[src/rtl/ras_spec_ctrl_if.sv]
// Fetch/branch-resolution <-> RAS speculation controller bundle (master = pipeline, slave = controller).
// undo_cnt is present only when RAS_SPEC_STATS_EN is defined.
interface ras_spec_ctrl_if #(
    parameter int LOG_AW = 3
);
    localparam int TAG_W = LOG_AW + 1;

    logic             if_valid;
    logic             if_push;
    logic             if_pop;
    logic [TAG_W-1:0] if_tag;
    logic             commit_valid;
    logic             flush_valid;
    logic [TAG_W-1:0] flush_tag;
    logic             flush_none;
    logic             ras_push;
    logic             ras_pop;
    logic             ras_undo_push;
    logic             ras_undo_pop;
    logic             busy;
    logic             full;
    logic             ovf_err;
`ifdef RAS_SPEC_STATS_EN
    logic [15:0]      undo_cnt;

    modport master (
        output if_valid, if_push, if_pop, commit_valid, flush_valid, flush_tag, flush_none,
        input  if_tag, ras_push, ras_pop, ras_undo_push, ras_undo_pop, busy, full, ovf_err,
        input  undo_cnt
    );

    modport slave (
        input  if_valid, if_push, if_pop, commit_valid, flush_valid, flush_tag, flush_none,
        output if_tag, ras_push, ras_pop, ras_undo_push, ras_undo_pop, busy, full, ovf_err,
        output undo_cnt
    );
`else
    modport master (
        output if_valid, if_push, if_pop, commit_valid, flush_valid, flush_tag, flush_none,
        input  if_tag, ras_push, ras_pop, ras_undo_push, ras_undo_pop, busy, full, ovf_err
    );

    modport slave (
        input  if_valid, if_push, if_pop, commit_valid, flush_valid, flush_tag, flush_none,
        output if_tag, ras_push, ras_pop, ras_undo_push, ras_undo_pop, busy, full, ovf_err
    );
`endif
endinterface

[src/rtl/ras_spec_ctrl.sv]
// RAS speculation controller: tags and logs speculative RAS ops, retires them on commit and
// replays pointer undo newest-first after a redirect. RAS_SPEC_STATS_EN adds the undo_cnt counter.
module ras_spec_ctrl #(
    parameter int LOG_AW = 3
) (
    input  logic           clk,
    input  logic           rst_n,
    ras_spec_ctrl_if.slave bus
);
    localparam int TAG_W = LOG_AW + 1;
    localparam int DEPTH = 1 << LOG_AW;
    localparam logic [0:0]       ST_IDLE = 1'b0;
    localparam logic [0:0]       ST_UNDO = 1'b1;
    localparam logic [TAG_W-1:0] ONE     = TAG_W'(1);
    localparam logic [TAG_W-1:0] WRAP    = {1'b1, {LOG_AW{1'b0}}};
    localparam logic [1:0]       OP_PUSH = 2'b10;
    localparam logic [1:0]       OP_POP  = 2'b01;

    logic [0:0]        state, state_next;
    logic [TAG_W-1:0]  head, tail, target;
    logic [TAG_W-1:0]  tail_next, target_next;
    logic [1:0]        op_log [DEPTH];
    logic              undo_push_q, undo_pop_q, ovf_q;

    logic              full, empty, op_req, issue, commit;
    logic [TAG_W-1:0]  head_ac, tail_dec, raw_tgt, idle_tgt, undo_tgt;
    logic [TAG_W-1:0]  dist_raw, dist_tail, dist_cur;
    logic [LOG_AW-1:0] peek_idx;
    logic [1:0]        peek_op;

    assign full     = (head ^ tail) == WRAP;
    assign empty    = head == tail;
    assign op_req   = bus.if_valid & (bus.if_push | bus.if_pop);
    assign issue    = (state == ST_IDLE) & op_req & ~full & ~bus.flush_valid;
    assign commit   = bus.commit_valid & ~empty;
    assign head_ac  = head + TAG_W'(commit);
    assign tail_dec = tail - ONE;

    // Targets are ranked by age as their distance from the post-commit head.
    assign raw_tgt   = bus.flush_none ? head_ac : bus.flush_tag + ONE;
    assign dist_raw  = raw_tgt - head_ac;
    assign dist_tail = tail - head_ac;
    assign dist_cur  = target - head_ac;
    assign idle_tgt  = (dist_raw > dist_tail) ? head_ac : raw_tgt;
    assign undo_tgt  = (bus.flush_valid && (dist_raw < dist_cur)) ? raw_tgt : target;

    always_comb begin
        state_next  = state;
        tail_next   = tail;
        target_next = target;
        if (state == ST_IDLE) begin
            if (issue)
                tail_next = tail + ONE;
            if (bus.flush_valid && (idle_tgt != tail)) begin
                state_next  = ST_UNDO;
                target_next = idle_tgt;
            end
        end else begin
            tail_next   = tail_dec;
            target_next = undo_tgt;
            if ((tail_dec == undo_tgt) || (tail_dec == head_ac))
                state_next = ST_IDLE;
        end
    end

    // Next cycle's undo strobe is decoded now from the entry that will sit at tail-1.
    assign peek_idx = LOG_AW'(tail_next - ONE);
    assign peek_op  = op_log[peek_idx];

    always_ff @(posedge clk) begin
        if (!rst_n) begin
            state       <= ST_IDLE;
            head        <= '0;
            tail        <= '0;
            target      <= '0;
            undo_push_q <= 1'b0;
            undo_pop_q  <= 1'b0;
            ovf_q       <= 1'b0;
        end else begin
            state       <= state_next;
            head        <= head_ac;
            tail        <= tail_next;
            target      <= target_next;
            undo_push_q <= (state_next == ST_UNDO) && (peek_op == OP_POP);
            undo_pop_q  <= (state_next == ST_UNDO) && (peek_op == OP_PUSH);
            if (op_req && (full || (state == ST_UNDO)))
                ovf_q <= 1'b1;
        end
    end

    always_ff @(posedge clk) begin
        if (issue)
            op_log[tail[LOG_AW-1:0]] <= {bus.if_push, bus.if_pop};
    end

    assign bus.if_tag        = tail;
    assign bus.ras_push      = issue & bus.if_push;
    assign bus.ras_pop       = issue & bus.if_pop;
    assign bus.ras_undo_push = undo_push_q;
    assign bus.ras_undo_pop  = undo_pop_q;
    assign bus.busy          = (state == ST_UNDO);
    assign bus.full          = full;
    assign bus.ovf_err       = ovf_q;

`ifdef RAS_SPEC_STATS_EN
    logic [15:0] undo_cnt_q;

    always_ff @(posedge clk) begin
        if (!rst_n)
            undo_cnt_q <= '0;
        else if ((undo_push_q | undo_pop_q) && (undo_cnt_q != 16'hFFFF))
            undo_cnt_q <= undo_cnt_q + 16'd1;
    end

    assign bus.undo_cnt = undo_cnt_q;
`endif
endmodule
[src/flat_wrapper.sv]
// flat-port wrapper written by rule: the top's interface ports become plain ports
module ras_spec_ctrl_flat 
#(
    parameter int LOG_AW = 3
)
  (clk, rst_n, bus_if_valid, bus_if_push, bus_if_pop, bus_commit_valid, bus_flush_valid, bus_flush_tag, bus_flush_none, bus_if_tag, bus_ras_push, bus_ras_pop, bus_ras_undo_push, bus_ras_undo_pop, bus_busy, bus_full, bus_ovf_err);
  ras_spec_ctrl_if #(.LOG_AW(LOG_AW)) bus_i ();
  input  logic clk;
  input  logic rst_n;
  input wire logic [$bits(bus_i.if_valid)-1:0] bus_if_valid;
  input wire logic [$bits(bus_i.if_push)-1:0] bus_if_push;
  input wire logic [$bits(bus_i.if_pop)-1:0] bus_if_pop;
  input wire logic [$bits(bus_i.commit_valid)-1:0] bus_commit_valid;
  input wire logic [$bits(bus_i.flush_valid)-1:0] bus_flush_valid;
  input wire logic [$bits(bus_i.flush_tag)-1:0] bus_flush_tag;
  input wire logic [$bits(bus_i.flush_none)-1:0] bus_flush_none;
  output wire logic [$bits(bus_i.if_tag)-1:0] bus_if_tag;
  output wire logic [$bits(bus_i.ras_push)-1:0] bus_ras_push;
  output wire logic [$bits(bus_i.ras_pop)-1:0] bus_ras_pop;
  output wire logic [$bits(bus_i.ras_undo_push)-1:0] bus_ras_undo_push;
  output wire logic [$bits(bus_i.ras_undo_pop)-1:0] bus_ras_undo_pop;
  output wire logic [$bits(bus_i.busy)-1:0] bus_busy;
  output wire logic [$bits(bus_i.full)-1:0] bus_full;
  output wire logic [$bits(bus_i.ovf_err)-1:0] bus_ovf_err;
  assign bus_i.if_valid = bus_if_valid;
  assign bus_i.if_push = bus_if_push;
  assign bus_i.if_pop = bus_if_pop;
  assign bus_i.commit_valid = bus_commit_valid;
  assign bus_i.flush_valid = bus_flush_valid;
  assign bus_i.flush_tag = bus_flush_tag;
  assign bus_i.flush_none = bus_flush_none;
  assign bus_if_tag = bus_i.if_tag;
  assign bus_ras_push = bus_i.ras_push;
  assign bus_ras_pop = bus_i.ras_pop;
  assign bus_ras_undo_push = bus_i.ras_undo_push;
  assign bus_ras_undo_pop = bus_i.ras_undo_pop;
  assign bus_busy = bus_i.busy;
  assign bus_full = bus_i.full;
  assign bus_ovf_err = bus_i.ovf_err;
  ras_spec_ctrl #(.LOG_AW(LOG_AW)) u_core (.clk(clk), .rst_n(rst_n), .bus(bus_i));
endmodule
[config.mk]
export PLATFORM = sky130hd
export DESIGN_NAME = ras_spec_ctrl_flat
export DESIGN_NICKNAME = d
export VERILOG_FILES = /design/src/rtl/ras_spec_ctrl_if.sv /design/src/rtl/ras_spec_ctrl.sv /design/src/flat_wrapper.sv
export SDC_FILE = /design/constraint.sdc
export NUM_CORES = 1
export LEC_CHECK = 0
export CAP_MARGIN = 0
export CELL_PAD_IN_SITES_DETAIL_PLACEMENT = 0
export CELL_PAD_IN_SITES_GLOBAL_PLACEMENT = 1
export CORE_MARGIN = 2
export CORE_UTILIZATION = 39
export DETAILED_ROUTE_END_ITERATION = 16
export PLACE_DENSITY_LB_ADDON = 0.15
export SLEW_MARGIN = 20
export SYNTH_ARGS = -nofsm -noshare
export SYNTH_HDL_FRONTEND = slang
export SYNTH_SLANG_ARGS = --single-unit
[constraint.sdc]
create_clock -name clk -period 5.1 [get_ports clk]
set_clock_uncertainty 0.1 [all_clocks]
set_input_delay 1.02 -clock clk [delete_from_list [all_inputs] [get_ports clk]]
set_output_delay 1.02 -clock clk [all_outputs]
set_load 0.01 [all_outputs]
==> impl_metrics.yaml, run 1 <==
worst_setup_path:
  cp_top_family: "adder cells"
  rr_endpoint: "u_core.bus.ras_undo_push$_SDFF_PN0_"
  worstReg2RegStart: "u_core.head[1]$_SDFF_PN0_"
  crit_chain: "clkdlybuf4s50_1 > a21boi_2 > ha_2 > ha_4 > inv_2 > ha_1 > a21o_1 > maj3_1 > xnor2_2 > ha_1 > a211oi_2 > o21a_2 > mux2i_2 > xor2_1 > o311ai_2 > buf_4 > a2111oi_2"
  crit_type: "primary input to flip-flop"
  crit_path_end_kind: "flip-flop"
  worstPathArrival_ns: 5.08
  worst_r2r_path_depth: 18
  critPathSlowestCell: "clkdlybuf4s50_1"
  worstPathRequired_ns: 5.19
  crit_fanout: 4
  crit_buf_inv: 3
  cp-start-kind: "primary input"
  max_stage_delay_ns: 0.40
  r2r_slack_ns: 0.44
  crit_top_cell: "ha_1"
floorplanning:
  start_util_pct: 39.76
  ios: 23
  die_x_um: 83.76
  die_area_sq_um: 7016
  core-area_sq_um: 6241
  rows: 29
  fp.dieH_um: 83.76
synthesis:
  synth_fa_ha_area_share_pct: 12.91
  avgSynthCellArea_sq_um: 9.846
  synth_enable_flop_cells: 16
  seq_area_frac_synth_pct: 32.27
  synth_area_leaders: "edfxtp_1 (19%), dfxtp_1 (13%), ha_1 (10%)"
  synthSimpleGateAreaFrac_pct: 15.83
  synth_xor_area_share_pct: 12.66
  synth_top_area_share_pct: 19.36
  yosys.area.top_type: "edfxtp_1"
  yosysUniqueCellTypes: 52
  synth.most_common_cell: "xnor2_1"
  synthCells: 252
  ys_seq_elements: 32
  synth_compound_area_share_pct: 14.07
  synth_top_family_by_area: "simple AND/OR/NAND/NOR gates"
  synth_ff_type: "edfxtp_1"
  yosys_warnings: 0
  synth_area_sq_um: 2481
  syn_nets: 287
  postSynth.asyncResetShare_pct: 0
  netlist_top_cells_count: "xnor2_1 (23), nor2_1 (21), ha_1 (20), inv_1 (17), nand2_1 (17)"
  synth_mux_area_share_pct: 8.422
hold_path:
  whs_endpoint: "u_core.bus.ovf_err$_SDFFE_PN0P_"
  hp-class: "flip-flop to flip-flop"
  hp-start: "u_core.bus.ovf_err$_SDFFE_PN0P_"
  holdPathStages: 2
finish:
  areaGrowthSynthToFinish_pct: 34.19
  drive_above_1_share_pct: 26.84
  nNetsFinal: 347
  antenna_cells: 0
placed_design:
  gp_congestion: 0.8143
  port_buffers: 22
  dp_slack_ns: -0.4938
  dpl.hpwl_mm: 5.185
routing:
  drtAntennaViolNets: 0
  wl_met3_um: 209
  wire_per_inst_um: 17.15
  route.detailed.drc: 0
  drt-total-wl_mm: 6.689
  drt_pass1_iterations: 4
  avgViaCountPerCell: 5.431
  drt_iter0_markers: 81
  wl_met1_mm: 3.347
  vias: 2118
  top_layer: "met4"
  wl_met2_mm: 3.067
sta:
  max_freq_mhz: 200.4
  relSlewSlack_pct: 47.81
  drv_slew: 0
  setup_violations: 0
  fin_crit_ns: 4.991
  timing.hold.ws_ns: 0.3700
  post-route-period-util_pct: 97.86
  hold_viol: 0
  worst_slew_pin_slew_ns: 0.7818
  timing.final.ws_setup_ns: 0.1093
clocking:
  root_buffer: "clkbuf_8"
  clkLatencyLatePin_ns: 0.29
  numCtsBuffers: 5
  clock_sinks: 32
  clockBufferDepth: 2
  cts_tree: "yes"
  holdBufCountCts: 0
  htree_levels: 2
  clkTransAtPathRegs_ns: 0.07
grt:
  grt_max_degree: 21
  grt_usage_pct: 19.88
  grt_pass1_wl_mm: 10.94
  antenna_found_initial: 0
  grt_pass1_vias: 2115
  overflow: 0
outcome:
  status: "finished clean"
job:
  max_cap_violations: 0
## state kept, by name, indices dropped and copies added (netlist names)
name                      count
u_core.op_log                16
u_core.target                 4
u_core.bus.ras_undo_push      1
u_core.bus.busy               1
u_core.bus.ras_undo_pop       1
u_core.head                   4
u_core.bus.ovf_err            1
u_core.bus.if_tag             4
## cells in the final DEF (no fill, tap or decap), types with 3 or more instances in the layout
cell type / netlist / routed
nand2_1: 17 / 17
ha_4: 0 / 3
clkbuf_8: 0 / 5
nor3_2: 0 / 3
nand3_1: 6 / 6
dfxtp_1: 16 / 16
nor3_1: 10 / 7
a21oi_2: 0 / 4
o21ai_0: 7 / 5
nand4_1: 5 / 5
nor2_1: 21 / 21
a21o_1: 3 / 3
mux4_1: 4 / 4
xnor2_2: 1 / 3
clkdlybuf4s50_1: 0 / 22
fa_1: 3 / 3
xor2_1: 11 / 10
xnor2_1: 23 / 20
buf_4: 1 / 37
ha_1: 20 / 16
inv_1: 17 / 16
mux2i_1: 7 / 5
a21oi_1: 9 / 5
or2_2: 3 / 3
edfxtp_1: 16 / 16
## repair_timing
item	CTS	global route
gates resized for setup	16	18
pin swaps	9	17
gates cloned	0	0
setup endpoints to repair	7	7
buffers inserted	3	4
## worst max-delay path by stage
stage                                 from                                   to  slack [ns]  cells after the start
after global placement    bus_commit_valid   u_core.bus.ras_undo_pop$_SDFF_PN0_       -0.47                     17
after floorplan           bus_commit_valid   u_core.bus.ras_undo_pop$_SDFF_PN0_        0.09                     15
after global routing      bus_commit_valid  u_core.bus.ras_undo_push$_SDFF_PN0_       -0.07                     17
final                     bus_commit_valid  u_core.bus.ras_undo_push$_SDFF_PN0_        0.11                     17
after detailed placement  bus_commit_valid        u_core.target[1]$_SDFFE_PN0P_       -0.49                     18
after CTS                 bus_commit_valid   u_core.bus.ras_undo_pop$_SDFF_PN0_        0.01                     17
## layer usage
layer / track usage (%) / vias up
met1: 28.98 / 1026
met5: 0 / -
met3: 3.759 / 9
li1: - / 1048
met2: 30.91 / 35
met4: 4.106 / 0
## worst reg2reg max path, stage by stage, from the launching register on
cell and delay (ns):
dfxtp_1 0.42, xor2_1 0.33, nor3_1 0.11, a21boi_2 0.15, ha_2 0.22, ha_4 0.23, inv_2 0.11, ha_1 0.24
a21o_1 0.16, maj3_1 0.39, xnor2_2 0.16, ha_1 0.30, a211oi_2 0.21, o21a_2 0.24, mux2i_2 0.30, xor2_1 0.23
o311ai_2 0.14, buf_4 0.21, a2111oi_2 0.33
## kinds of logic after synthesis
logic type,Yosys count
compound gates,46
xor+xnor,35
fa+ha+maj,24
buf+inv,24
flops,32
mux,14
simple gates,77
## stage by stage
stage	cell area (sq um)	std cells	utilization, %	setup TNS, ns
final	3329	390	53.35	0
after global routing	3329	390	53.35	-0.1321
after CTS	3189	387	51.10	0
after detailed placement	3010	376	48.24	-3.084
after global placement	3010	376	48.24	-2.658
after floorplan	2489	252	-	0
## final cells by class
cell class | instances | area [sq um]
Inverter | 18 | 67.56
Fill cell | 582 | 2912
Multi-Input combinational cell | 196 | 1755
Clock inverter | 3 | 42.54
Clock buffer | 5 | 68.82
Tap cell | 77 | 96.34
Sequential cell | 32 | 800.8
Timing Repair Buffer | 59 | 498.0
Power of run 1 is not shown: default switching activity piles up to over one toggle a cycle in this logic, so the estimate is an artifact.
==> run 2: changes to the inputs <==
- GPL_ROUTABILITY_DRIVEN: not set -> 0
- SETUP_SLACK_MARGIN: not set -> 0.5
==> impl_metrics.yaml, run 2 (synthesis gave the netlist of run 1 again) <==
routing:
  avgViaCountPerCell: 5.306
  drt-total-wl_mm: 6.684
  route.detailed.drc: 0
  drt_pass1_iterations: 4
  drt_iter0_markers: 76
  wire_per_inst_um: 17.18
  vias: 2064
  drtAntennaViolNets: 0
grt:
  antenna_found_initial: 0
  overflow: 0
  grt_max_degree: 21
  grt_pass1_vias: 2055
  grt_pass1_wl_mm: 10.80
  grt_usage_pct: 19.64
finish:
  nNetsFinal: 346
  antenna_cells: 0
  areaGrowthSynthToFinish_pct: 39.18
  drive_above_1_share_pct: 31.41
  mostFrequentLayoutCell: "buf_4"
  num-fill-cells: 574
  layout_common_cells: "buf_4 (36), nor2_1 (21), xnor2_1 (20)"
  largest_reg_flops: 16
worst_setup_path:
  cp_top_family: "compound AO/OA/AOI/OAI gates"
  max_stage_delay_ns: 0.39
  crit_chain: "buf_6 > a21boi_4 > ha_4 > ha_4 > mux2_4 > ha_4 > a21o_1 > a21oi_2 > xor2_1 > ha_1 > nand4b_1 > and3_4 > buf_4 > nor3_2 > o21a_1 > o2111ai_4 > buf_4 > o21a_1 > o311a_1"
  crit_top_cell: "ha_4"
  worstPathRequired_ns: 5.17
  crit_type: "primary input to flip-flop"
  cp-start-kind: "primary input"
  worstPathArrival_ns: 4.70
  r2r_slack_ns: 0.53
  critPathSlowestCell: "ha_1"
  crit_path_end_kind: "flip-flop"
  crit_fanout: 5
  crit_buf_inv: 3
sta:
  drv_slew: 0
  worst_slew_pin_slew_ns: 0.7856
  rsz0062_at_grt: "yes"
  post-route-period-util_pct: 90.66
  setup_violations: 0
  timing.final.ws_setup_ns: 0.4761
  relSlewSlack_pct: 47.55
  hold_viol: 0
  fin_crit_ns: 4.624
  max_freq_mhz: 216.3
hold_path:
  hp-class: "flip-flop to flip-flop"
clocking:
  htree_levels: 2
  root_buffer: "clkbuf_8"
  cts_tree: "yes"
  clock_sinks: 32
  clockBufferDepth: 2
  clkLatencyLatePin_ns: 0.28
  numCtsBuffers: 5
  clkTransAtPathRegs_ns: 0.07
floorplanning:
  ios: 23
  fp.dieH_um: 83.76
  rows: 29
  core-area_sq_um: 6241
  die_x_um: 83.76
  start_util_pct: 39.76
  die_area_sq_um: 7016
placed_design:
  dpl.hpwl_mm: 5.208
  port_buffers: 22
  dp_slack_ns: -0.1901
outcome:
  status: "finished clean"
job:
  max_cap_violations: 0
## run 2: cell count changes in the layout (fill, tap and decap cells not counted), sizes merged
cell and delta:
dlymetal6s2s +1, clkdlybuf4s50 -4, clkinv +2, dlygate4sd2 +2
bufinv -1, clkinvlp -1
## run 2: worst paths after layout
kind,from,endpoint,depth (start not counted)
worst max-delay path,bus_commit_valid,u_core.target[0]$_SDFFE_PN0P_,19
worst min-delay path,u_core.bus.ovf_err$_SDFFE_PN0P_,u_core.bus.ovf_err$_SDFFE_PN0P_,2
worst max register to register,u_core.bus.if_tag[3]$_SDFFE_PN0P_,u_core.target[0]$_SDFFE_PN0P_,19
worst min register to register,u_core.bus.ovf_err$_SDFFE_PN0P_,u_core.bus.ovf_err$_SDFFE_PN0P_,2
## run 2: layer usage
layer	up-vias	wire length [um]	global-route usage, %
met5	-	0	0
met4	0	16	2.639
met3	2	217	3.264
met2	30	2988	29.31
met1	992	3462	30.52
li1	1040	-	-
## run 2: metrics by stage
stage               utilization (%)  cells  hold WS, ns  setup TNS [ns]  area, sq um
floorplan                         -    252       0.4040               0         2549
global placement              48.72    372       0.3501         -0.6717         3040
detailed placement            48.72    372       0.3568         -0.8945         3040
CTS                           53.07    386       0.3726               0         3312
global route                  55.33    389       0.4053               0         3453
finish                        55.33    389       0.3663               0         3453
## run 2: worst min-delay path: stages, from the launching register on
cell and delay (ns):
dfxtp_1 0.32, nor2_1 0.05, nor2_1 0.06
## run 2: cell type report
class | count | area [sq um] | share of cell area, %
multi-input cells | 196 | 1904 | 55.15
flip-flops and latches | 32 | 803.3 | 23.26
well taps | 77 | 96.34 | 2.790
clock inverters | 3 | 18.77 | 0.5435
clock buffers | 5 | 68.82 | 1.993
repair buffers | 58 | 491.7 | 14.24
inverters | 18 | 70.07 | 2.029
## run 2: repair_timing
item	4_1_cts	5_1_grt
endpoints found under the setup margin	7	7
gates resized for setup	30	21
pin swaps	23	18
setup buffers	6	3
hold buffers	0	0
Power of run 2 is left out for the same reason.
